$ cat src/rtl/ones_counter_if.sv
// Occupancy-count bus: the sensor side drives a vector, the counter returns a
// registered count, full/saturated flags and a one-cycle result strobe.
interface ones_counter_if #(
  parameter int N_SPACES = 8,
  parameter int CNT_W    = 3
);
  // Valid-only handshake, no ready: the counter always accepts. new_capacity
  // is sampled on every edge with in_valid=1. out_valid pulses for exactly
  // one cycle per accepted vector, and the results hold between pulses.
  logic [N_SPACES-1:0] new_capacity;
  logic                in_valid;
  logic [CNT_W-1:0]    parked;
  logic                all_occupied;
  logic                saturated;
  logic                out_valid;

  modport master (
    output new_capacity, in_valid,
    input  parked, all_occupied, saturated, out_valid
  );

  modport slave (
    input  new_capacity, in_valid,
    output parked, all_occupied, saturated, out_valid
  );
endinterface

$ cat src/rtl/ones_counter.sv
// Registered population counter for parking occupancy: counts set bits,
// saturates the count at 2^CNT_W-1 and flags the all-occupied case.
module ones_counter #(
  parameter int N_SPACES = 8,
  parameter int CNT_W    = 3
) (
  input  logic         clk,
  input  logic         rst,
  ones_counter_if.slave bus
);

  localparam int TW     = $clog2(N_SPACES + 1);
  localparam int LEVELS = $clog2(N_SPACES);
  localparam int P      = 1 << LEVELS;

  if (CNT_W < 1 || N_SPACES > 64 || N_SPACES < 2) begin : g_param_check
    $error("ones_counter: need CNT_W >= 1 and 2 <= N_SPACES <= 64");
  end

  // Binary adder tree: leaves are padded to a power of two, and each level
  // is one bit wider than the level below it.
  for (genvar lv = 0; lv <= LEVELS; lv++) begin : g_lvl
    logic [lv:0] s [P >> lv];
    for (genvar j = 0; j < (P >> lv); j++) begin : g_node
      if (lv == 0) begin : g_leaf
        if (j < N_SPACES) begin : g_bit
          assign s[j] = bus.new_capacity[j];
        end else begin : g_pad
          assign s[j] = 1'b0;
        end
      end else begin : g_sum
        assign s[j] = {1'b0, g_lvl[lv-1].s[2*j]} + {1'b0, g_lvl[lv-1].s[2*j+1]};
      end
    end
  end

  logic [LEVELS:0]  tree_root;
  logic [TW-1:0]    true_cnt;
  logic [CNT_W-1:0] parked_d,   parked_q;
  logic             saturated_d, saturated_q;
  logic             all_occ_d,  all_occ_q;
  logic             out_valid_q;

  assign tree_root = g_lvl[LEVELS].s[0];
  assign true_cnt  = tree_root[TW-1:0];
  assign all_occ_d = (true_cnt == TW'(N_SPACES));

  if (CNT_W >= TW) begin : g_no_sat
    assign saturated_d = 1'b0;
    assign parked_d    = CNT_W'(true_cnt);
  end else begin : g_sat
    // Any set bit above the count width means C exceeds 2^CNT_W-1.
    assign saturated_d = |true_cnt[TW-1:CNT_W];
    assign parked_d    = saturated_d ? {CNT_W{1'b1}} : true_cnt[CNT_W-1:0];
  end

  always_ff @(posedge clk) begin
    if (rst) begin
      parked_q    <= '0;
      saturated_q <= 1'b0;
      all_occ_q   <= 1'b0;
      out_valid_q <= 1'b0;
    end else begin
      out_valid_q <= bus.in_valid;
      if (bus.in_valid) begin
        parked_q    <= parked_d;
        saturated_q <= saturated_d;
        all_occ_q   <= all_occ_d;
      end
    end
  end

  assign bus.parked       = parked_q;
  assign bus.saturated    = saturated_q;
  assign bus.all_occupied = all_occ_q;
  assign bus.out_valid    = out_valid_q;

endmodule

$ cat src/flat_wrapper.sv
// flat-port wrapper written by rule: the top's interface ports become plain ports
module ones_counter_flat 
#(
  parameter int N_SPACES = 8,
  parameter int CNT_W    = 3
)
  (clk, rst, bus_new_capacity, bus_in_valid, bus_parked, bus_all_occupied, bus_saturated, bus_out_valid);
  ones_counter_if #(.N_SPACES(N_SPACES), .CNT_W(CNT_W)) bus_i ();
  input  logic clk;
  input  logic rst;
  input wire logic [$bits(bus_i.new_capacity)-1:0] bus_new_capacity;
  input wire logic [$bits(bus_i.in_valid)-1:0] bus_in_valid;
  output wire logic [$bits(bus_i.parked)-1:0] bus_parked;
  output wire logic [$bits(bus_i.all_occupied)-1:0] bus_all_occupied;
  output wire logic [$bits(bus_i.saturated)-1:0] bus_saturated;
  output wire logic [$bits(bus_i.out_valid)-1:0] bus_out_valid;
  assign bus_i.new_capacity = bus_new_capacity;
  assign bus_i.in_valid = bus_in_valid;
  assign bus_parked = bus_i.parked;
  assign bus_all_occupied = bus_i.all_occupied;
  assign bus_saturated = bus_i.saturated;
  assign bus_out_valid = bus_i.out_valid;
  ones_counter #(.N_SPACES(N_SPACES), .CNT_W(CNT_W)) u_core (.clk(clk), .rst(rst), .bus(bus_i));
endmodule
$ cat config.mk
export PLATFORM = sky130hd
export DESIGN_NAME = ones_counter_flat
export DESIGN_NICKNAME = d
export VERILOG_FILES = /design/src/rtl/ones_counter_if.sv /design/src/rtl/ones_counter.sv /design/src/flat_wrapper.sv
export SDC_FILE = /design/constraint.sdc
export NUM_CORES = 1
export LEC_CHECK = 0
export CORE_AREA = 2 2 39 41
export CTS_CLUSTER_DIAMETER = 50
export DETAILED_ROUTE_END_ITERATION = 10
export DIE_AREA = 0 0 41 43
export RECOVER_POWER = 100
export SETUP_SLACK_MARGIN = 0.02
export SYNTH_ARGS = -nofsm -noshare
export SYNTH_HDL_FRONTEND = slang
export SYNTH_SLANG_ARGS = --single-unit
$ cat constraint.sdc
create_clock -name clk -period 10.8 [get_ports clk]
set_input_delay 2.16 -clock clk [delete_from_list [all_inputs] [get_ports clk]]
set_output_delay 2.16 -clock clk [all_outputs]
set_load 0.01 [all_outputs]
==> results.md <==
- Status: completed
- Fin util: 0.417
- HP Class: register to register
- EDFF count, synth: 0
- Leakage: 0.281 nW
- GR peak layer: met2
- Num Clock Sinks: 6
- Slew Limit Fails: 0
- Core ar.: 0.00138 mm2
- Height of the chip: 43 um
- Net count after synthesis: 55
- Initial core utilization: 0.279
- #FFs+latches synth: 6
- Final worst path period share: 0.500
- First-pass GRT wire length: 1100 um
- Synth Instances: 37
- Die Footprint: 0.00176 mm2
- Reg clk slew, reported paths: 50 ps
- Post-CTS setup buffers: 0
- Reg2Reg Depth: 2
- Final HPWL DP: 529 um
- Top Ports: 17
- Crit-path cells: dlygate4sd3_1 -> fa_1 -> inv_1 -> fa_1 -> fa_1 -> inv_1 -> ha_1 -> fa_1 -> xor2_1 -> or4_1 -> o32ai_1
- Final setup violating endpoints: 0
- Total of warnings raised by yosys: 0
- DR vias/cell: 4.31
- Worst path slowest cell: dlygate4sd3_1
- CTS buffer count: 3
- Initial antenna violation count: 0
- Endpoint with the worst hold slack: u_core.bus.saturated$_SDFFE_PP0P_
- Commonest cells in the netlist: inv_1 (9), dfxtp_1 (6), a21oi_1 (4), fa_1 (4)
- Maxcap violations: 0
- Post-DRT Antenna Nets: 0
- Synthesized area per cell: 10.4 um2
- IO buf count: 16
- Cell taking the most area after synthesis: dfxtp_1
- GRT Total Usage: 0.0886
- Nature of the critical path endpoint: register
- Top_reg_cell synth: dfxtp_1
- Routed WL: 653 um
- Async SR Flop Fraction: 0
- Register area share after synthesis: 0.311
- Slew Limit Headroom: 0.805
- Nets@finish: 75
- Setup_tns: 0 ps
- GR Layer Usage met1: 0.107
- Met3 Track Usage GR: 0.0524
- Largest net degree at the start of global routing: 8
- Fill cell count: 149
- Htree depth: 1
- Via count: 306
- RR Startpoint: u_core.bus.all_occupied$_SDFFE_PP0P_
- Hold Path Stages: 2
- Post-synth cell types: 14
- Worst-path fanout max: 2
- Total global routing overflow: 0
- Fmax: 185 MHz
- Die width: 41 um
- Synth area leaders: dfxtp_1 (31%), fa_1 (21%), ha_1 (9.7%), inv_1 (8.7%), mux2i_1 (7.8%)
- Mapped Area: 387 um2
- Pwr dens: 135 mW/mm2
- Hold_buf cts: 0
- Worst r2r dst: u_core.bus.all_occupied$_SDFFE_PP0P_
- WP data arrival: 5560 ps
- R2r setup slk: 10,120 ps
- Num rows: 14
- Startpoint Class: primary input
- Met2 Use GR: 0.131
- CTS tree: yes
- Antenna Cells: 0
- Crit path top cell by count: fa_1
- Clk root buf: clkbuf_4
- Resize count post-CTS: 0
- Worst skew pair latency: 240 ps
- Routed len/inst: 9.20 um
- Final hold vios: 0
- Initial DRT Pass Iterations: 4
- Maximum vdd ir drop: 0.0556 mV
- Unrepaired setup endpoints after global routing: no
- Critical Path RT: 10,950 ps
- Worst Max-Slew Pin Slew: 291 ps
- Vias in the first global route: 292
- Worst Setup Path Type: primary input to register
- Tmin final: 5400 ps
- Residual DRC: 0
- Final setup skew: 0 ps
- Count leader, synth: inv_1
- Hold wc startpoint: u_core.bus.saturated$_SDFFE_PP0P_
- Max stage delay on crit path: 560 ps
- Share of cells above drive strength 1: 0.0727
- Clock Path Buffers: 2
- Area grow syn2layout: 49.2%
- First DRT Iteration DRCs: 1
- Synth top area share: 0.311
- Gpl congestion: 0.670
layout make-up:
type | count | area [um2] | area share
Multi-Input combinational cell | 21 | 220 | 0.382
Timing Repair Buffer | 16 | 160 | 0.278
Sequential cell | 6 | 120 | 0.208
Inverter | 9 | 33.8 | 0.0586
Clock buffer | 3 | 22.5 | 0.0390
Tap cell | 16 | 20.0 | 0.0347
cell families after synthesis:
family | Yosys count | synth area share
XOR/XNOR | 1 | 0.0227
AND/OR/NAND/NOR | 4 | 0.0712
multiplexers | 3 | 0.0777
AO/OA/AOI/OAI | 6 | 0.113
adder cells (fa/ha/maj) | 7 | 0.304
flip-flops | 6 | 0.311
buffers and inverters | 10 | 0.100
worst max-delay path by stage:
| stage | endpoint | start | slack [ps] | cells after the start |
|---|---|---|---|---|
| final | u_core.bus.all_occupied$_SDFFE_PP0P_ | bus_new_capacity[0] | 5400 | 11 |
| after global routing | u_core.bus.all_occupied$_SDFFE_PP0P_ | bus_new_capacity[0] | 5250 | 11 |
| after CTS | u_core.bus.all_occupied$_SDFFE_PP0P_ | bus_new_capacity[0] | 5510 | 11 |
| after detailed placement | u_core.bus.all_occupied$_SDFFE_PP0P_ | bus_new_capacity[0] | 5270 | 11 |
| after global placement | u_core.bus.all_occupied$_SDFFE_PP0P_ | bus_new_capacity[0] | 5270 | 11 |
| after floorplan | u_core.bus.all_occupied$_SDFFE_PP0P_ | bus_new_capacity[0] | 5790 | 10 |
worst max-delay path, delay by kind of cell:
| family | cells | cell delay, ps |
|---|---|---|
| adder cells (fa/ha/maj) | 5 | 2080 |
| buffers and inverters | 3 | 650 |
| AND/OR/NAND/NOR | 1 | 390 |
| XOR/XNOR | 1 | 160 |
| AO/OA/AOI/OAI | 1 | 110 |
power by group:
group | switching (mW) | leakage (nW) | internal (mW) | total (mW)
combinational | 0.0141 | 0.218 | 0.0170 | 0.0311
sequential | 0.00123 | 0.0493 | 0.0252 | 0.0264
clock | 0.00799 | 0.0138 | 0.0126 | 0.0206
per-layer routing:
metal / vias up / part of all wire
met2: 9 / 0.45
li1: 157 / -
met3: 0 / 0.084
met4: 0 / 0
met5: - / 0
met1: 140 / 0.46
sequential cells by signal (all words and copies together) (netlist names):
register / count
u_core.bus.parked: 3
u_core.bus.all_occupied: 1
u_core.bus.saturated: 1
u_core.bus.out_valid: 1
through the flow:
stage	hold WS [ps]	instance area (um2)	setup slack, ps	cells	power, mW
2_1_floorplan	488	387	5790	37	0.0464
3_3_place_gp	461	562	5270	68	0.0598
3_5_place_dp	464	562	5270	68	0.0600
4_1_cts	472	584	5510	71	0.0814
5_1_grt	494	577	5250	71	0.0853
6_report	469	577	5400	71	0.0781
cells in the final DEF (no fill, tap or decap), drive strengths merged:
cell type	Yosys	final
and2b	1	1
or4	1	1
inv	9	9
clkbuf	0	3
a21o	1	1
nand2b	1	1
ha	3	3
mux2i	3	3
dfxtp	6	6
o32ai	1	1
a21oi	4	4
nand3	1	1
fa	4	4
xor2	1	1
clkdlybuf4s50	0	8
dlygate4sd3	0	8
Power figures use the tool's default switching activity.
